$ cat config.mk
export PLATFORM = sky130hd
export DESIGN_NAME = ram8_write_arbiter
export DESIGN_NICKNAME = d
export VERILOG_FILES = /design/src/rtl/ram8_write_arbiter.sv
export SDC_FILE = /design/constraint.sdc
export NUM_CORES = 1
export LEC_CHECK = 0
export CAP_MARGIN = 10
export CORE_MARGIN = 2
export CORE_UTILIZATION = 33
export CTS_BUF_LIST = sky130_fd_sc_hd__clkbuf_8
export CTS_CLUSTER_DIAMETER = 80
export DETAILED_ROUTE_END_ITERATION = 7
export PLACE_DENSITY = 0.87
export RECOVER_POWER = 100
export SYNTH_ARGS = -nofsm -noshare
export SYNTH_HDL_FRONTEND = slang
export SYNTH_SLANG_ARGS = --single-unit
$ cat constraint.sdc
create_clock -name clk -period 1.6 [get_ports clk]
set_clock_uncertainty 0.05 [all_clocks]
set_input_delay 0.16 -clock clk [delete_from_list [all_inputs] [get_ports clk]]
set_output_delay 0.16 -clock clk [all_outputs]
set_load 0.02 [all_outputs]
$ cat src/rtl/ram8_write_arbiter.sv
// -----------------------------------------------------------------------------
// ram8_write_arbiter
//
// Round-robin write arbiter that shares one 8-entry bank of 16-bit registers
// between four requesters. One winner at a time is granted a single-cycle
// write slot. The bank's load/address/data inputs are driven for exactly
// that cycle, and the winner gets a one-cycle acknowledge in the same cycle.
//
// Ports:
//   clk        in   single clock, rising-edge
//   rst_n      in   synchronous active-low reset
//   req        in   [N_REQ]          per-requester write request
//   req_addr   in   [N_REQ*ADDR_W]   packed addresses, requester i at [i*ADDR_W +: ADDR_W]
//   req_data   in   [N_REQ*WIDTH]    packed data, requester i at [i*WIDTH +: WIDTH]
//   ack        out  [N_REQ]          one-hot, one-cycle acknowledge
//   bank_load  out                   bank write strobe
//   bank_addr  out  [ADDR_W]         bank register select
//   bank_data  out  [WIDTH]          bank write data
//   busy       out                   high while a write is being issued
//   grant_id   out  [2]              index of the current or most recent winner
// -----------------------------------------------------------------------------
module ram8_write_arbiter #(
    parameter int N_REQ  = 4,
    parameter int WIDTH  = 16,
    parameter int ADDR_W = 3
) (
    input  logic                      clk,
    input  logic                      rst_n,
    input  logic [N_REQ-1:0]          req,
    input  logic [N_REQ*ADDR_W-1:0]   req_addr,
    input  logic [N_REQ*WIDTH-1:0]    req_data,
    output logic [N_REQ-1:0]          ack,
    output logic                      bank_load,
    output logic [ADDR_W-1:0]         bank_addr,
    output logic [WIDTH-1:0]          bank_data,
    output logic                      busy,
    output logic [1:0]                grant_id
);

    typedef enum logic [0:0] {
        ST_IDLE  = 1'b0,
        ST_WRITE = 1'b1
    } state_t;

    state_t              r_state;
    logic [1:0]          r_ptr;
    logic [N_REQ-1:0]    r_ack;
    logic                r_bank_load;
    logic [ADDR_W-1:0]   r_bank_addr;
    logic [WIDTH-1:0]    r_bank_data;
    logic                r_busy;
    logic [1:0]          r_grant_id;

    // Per-requester unpacked views of the packed request buses.
    logic [ADDR_W-1:0]   w_addr_slice [N_REQ];
    logic [WIDTH-1:0]    w_data_slice [N_REQ];

    // w_scan_idx[k] is the requester examined at scan position k, i.e.
    // (ptr + k) mod 4; w_scan_req[k] is that requester's req bit.
    logic [1:0]          w_scan_idx [N_REQ];
    logic [N_REQ-1:0]    w_scan_req;

    logic                w_any_req;
    logic [1:0]          w_win;
    logic [N_REQ-1:0]    w_win_onehot;
    logic [ADDR_W-1:0]   w_win_addr;
    logic [WIDTH-1:0]    w_win_data;

    for (genvar gi = 0; gi < N_REQ; gi++) begin : g_req
        assign w_addr_slice[gi] = req_addr[gi*ADDR_W +: ADDR_W];
        assign w_data_slice[gi] = req_data[gi*WIDTH +: WIDTH];
        // 2-bit add wraps naturally, giving the modulo-4 rotation.
        assign w_scan_idx[gi]   = r_ptr + 2'(gi);
        assign w_scan_req[gi]   = req[w_scan_idx[gi]];
    end

    assign w_any_req = |req;

    // First set bit in scan order wins. Walking the scan positions from the
    // far end down to position 0 lets the nearest one overwrite the others.
    always_comb begin
        w_win = r_ptr;
        for (int k = N_REQ - 1; k >= 0; k--) begin
            if (w_scan_req[k]) begin
                w_win = w_scan_idx[k];
            end
        end
    end

    assign w_win_onehot = {{(N_REQ-1){1'b0}}, 1'b1} << w_win;
    assign w_win_addr   = w_addr_slice[w_win];
    assign w_win_data   = w_data_slice[w_win];

    // Outputs are registered so that during the WRITE cycle the strobe,
    // acknowledge, address and data all come straight from flops.
    always_ff @(posedge clk) begin
        if (!rst_n) begin
            r_state     <= ST_IDLE;
            r_ptr       <= 2'd0;
            r_ack       <= '0;
            r_bank_load <= 1'b0;
            r_bank_addr <= '0;
            r_bank_data <= '0;
            r_busy      <= 1'b0;
            r_grant_id  <= 2'd0;
        end else begin
            case (r_state)
                ST_IDLE: begin
                    if (w_any_req) begin
                        r_state     <= ST_WRITE;
                        r_bank_addr <= w_win_addr;
                        r_bank_data <= w_win_data;
                        r_grant_id  <= w_win;
                        r_ack       <= w_win_onehot;
                        r_bank_load <= 1'b1;
                        r_busy      <= 1'b1;
                    end else begin
                        r_ack       <= '0;
                        r_bank_load <= 1'b0;
                        r_busy      <= 1'b0;
                    end
                end
                ST_WRITE: begin
                    // req is ignored here; the winner drops to lowest
                    // priority for the next arbitration.
                    r_state     <= ST_IDLE;
                    r_ptr       <= r_grant_id + 2'd1;
                    r_ack       <= '0;
                    r_bank_load <= 1'b0;
                    r_busy      <= 1'b0;
                end
                default: begin
                    r_state     <= ST_IDLE;
                    r_ack       <= '0;
                    r_bank_load <= 1'b0;
                    r_busy      <= 1'b0;
                end
            endcase
        end
    end

    assign ack       = r_ack;
    assign bank_load = r_bank_load;
    assign bank_addr = r_bank_addr;
    assign bank_data = r_bank_data;
    assign busy      = r_busy;
    assign grant_id  = r_grant_id;

endmodule

==> metrics.md <==
| Metric | Value |
|---|---|
| Status | `complete, but fails checks` |
| Failing checks | `negative setup slack` |
| Top-area cell type share of the netlist area | `0.356` |
| CTS Root Buffer Type | `clkbuf_8` |
| Number of flops mapped to enable cells by yosys | `0` |
| #FFs+latches synth | `28` |
| Avg WL per Cell | `15.8 um` |
| CTS tree | `yes` |
| Gr ovfl total | `0` |
| Min-delay src | `bank_data[13]` |
| Worst Path Required | `1710 ps` |
| Total GRT Usage | `0.194` |
| Core ar. | `4660 sq um` |
| Slew HR | `0.758` |
| Max-slew violations | `0` |
| Antenna violations before repair | `0` |
| Synthesized area | `1570 sq um` |
| Initial DRC count | `67` |
| Vias per cell | `5.10` |
| Endpoints failing setup | `20` |
| Post-layout net count | `361` |
| Hold Path Depth | `2` |
| Die area | `5330 sq um` |
| Starting Density | `0.337` |
| # placed instances | `317` |
| Synth unique cells | `35` |
| Min cycle time layout | `1680 ps` |
| LEAKAGE | `0.00122 uW` |
| Pre-antenna DRT Iters | `4` |
| Syn_nets | `236` |
| CP Class | `register to register` |
| Syn Area/Cell | `10.2 sq um` |
| Layout cells sized above 1 | `0.205` |
| Power density over cell area | `771 nW/um^2` |
| Max Freq | `595 MHz` |
| Power, Total | `2350 uW` |
| Placed cell area | `2750 sq um` |
| Ys async rst share | `0` |
| Post-synth top cells | `35 x mux2i_1, 28 x dfxtp_1, 25 x nand2_1` |
| Die width | `73.0 um` |
| # port buffers | `108` |
| Cell area after layout | `3050 sq um` |
| Largest net degree at the start of global routing | `19` |
| YS warnings | `0` |
| Sequential Area | `563 sq um` |
| Crit. End Element | `register` |
| Worst reg2reg endpoint | `bank_data[8]` |
| Worst hold path class | `register to register` |
| Final Hold Viols | `0` |
| CP Launch Type | `register` |
| First-pass GRT wire length | `8100 um` |
| Top post-synthesis cells by area | `dfxtp_1 36%, mux2i_1 22%, o221ai_2 9.5%` |
| CP max FO | `5` |
| Sum Neg Setup Slack | `-1090 ps` |
| RSZ-0062 raised after global routing | `yes` |
| Vias in the first global route | `1,670` |
| Inserted Diodes | `0` |
| Post-route DRC | `0` |
| FP Rows | `25` |
| Worst skew pair latency | `270 ps` |
| TritonCTS Buffers | `3` |
| Final worst-path setup slack | `-80.9 ps` |
| Post-DRT Antenna Nets | `0` |
| Max cap viols | `0` |
| Ports | `109` |
| Flop-to-flop setup slack | `-80 ps` |
| Synth Instances | `154` |
| Hold Path End | `bank_data[13]` |
| Routed WL | `5250 um` |
| Critical path arrival | `1790 ps` |
| Place WS | `-602 ps` |
| Worst Tran Pin Value | `361 ps` |
| Most common cell in the netlist | `mux2i_1` |
| R2r worst-path depth | `6` |
| Final worst path period share | `1.05` |
| Detailed placement HPWL | `3750 um` |
| Area of the multi-input gates | `1030 sq um` |
| Predominant post-synthesis flop cell | `dfxtp_1` |
| Die height | `73.0 um` |
| Maximum vdd drop | `0.419 mV` |
| CTS Hold Bufs | `0` |
| Layout Cells excl Fill | `332` |
| Routed vias | `1,693` |
| Gp weighted congestion | `0.818` |
| Sequential area share after synthesis | `0.356` |
| Htree depth | `1` |
| Fill count | `381` |
| Area leader, netlist | `dfxtp_1` |
| Clk pin slew, worst setup/hold paths | `90 ps` |
| Clock tree sinks | `28` |
| FF-to-FF Start | `r_ptr[0]` |
| Area grow syn2layout | `94.2%` |
| Clock Path Buffers | `2` |
-- repair_timing --
| item | CTS | global route |
|---|---|---|
| gates resized for setup | 20 | 9 |
| cloned | 3 | 2 |
| setup endpoints to repair | 25 | 23 |
| hold endpoints to repair | 0 | 0 |
| pin swaps | 8 | 5 |
| buffers inserted | 3 | 3 |
-- metrics by stage --
stage,utilization,hold slack [ps]
floorplan,-,251
global placement,0.591,389
detailed placement,0.591,398
CTS,0.631,423
global route,0.655,450
finish,0.655,426
-- cell usage in the layout, fill, tap and decap left out, types with 5 or more instances in the layout --
cell type        synthesis  routed
mux2i_1                 35      28
o221ai_2                10      10
o221ai_1                 7       7
mux2i_2                  0       5
clkdlybuf4s50_1          0     102
nand2_1                 25      25
dfxtp_1                 28      26
nor2_1                   5       5
buf_4                    3      11
-- cells by family after synthesis --
kind of cell / Yosys count / share of synthesized area
XOR/XNOR: 1 / 0.00557
multiplexers: 35 / 0.223
flip-flops: 28 / 0.356
AND/OR/NAND/NOR: 49 / 0.168
AO/OA/AOI/OAI: 29 / 0.191
buffers and inverters: 12 / 0.0565
-- power breakdown --
| group | internal, uW | total (uW) | leakage [uW] | switching, uW |
|---|---|---|---|---|
| logic | 626 | 1090 | 0.000964 | 464 |
| clock network | 220 | 430 | 0.0000288 | 210 |
| registers | 785 | 835 | 0.000232 | 50.4 |
-- critical path: stages, from the launching register on --
cell and delay (ps):
dfxtp_2 370, nor2b_2 60, o21bai_1 200, and3_4 340, clkbuf_16 200, mux2i_4 230, o221ai_2 120
-- registers in the layout, indices dropped and copies added, names as in the netlist --
register and cells:
bank_data 16, ack 4, r_ptr 2, busy 1, bank_addr 3, grant_id 2
-- layout make-up --
type	instances	area share
flip-flops and latches	28	0.184
well taps	54	0.0221
inverters	2	0.00328
repair buffers	128	0.434
clock buffers	4	0.0180
multi-input cells	116	0.338
-- layer usage --
metal	part of all wire	vias up	track usage
li1	-	834	-
met1	0.40	793	0.240
met2	0.55	64	0.345
met3	0.055	2	0.0414
met4	0.0032	0	0.0412
met5	0	-	0
-- worst max-delay path by stage --
| stage | from | cells after the start | slack, ps | to |
|---|---|---|---|---|
| 3_3_place_gp | req[3] | 6 | -530 | bank_addr[1] |
| 3_5_place_dp | req[3] | 6 | -600 | bank_data[10] |
| 2_1_floorplan | r_ptr[1] | 6 | -70 | bank_data[0] |
| 4_1_cts | r_ptr[1] | 7 | -60 | bank_data[11] |
| 6_report | r_ptr[0] | 6 | -80 | bank_data[8] |
| 5_1_grt | r_ptr[0] | 6 | -160 | bank_data[2] |
Power figures use the tool's default switching activity.
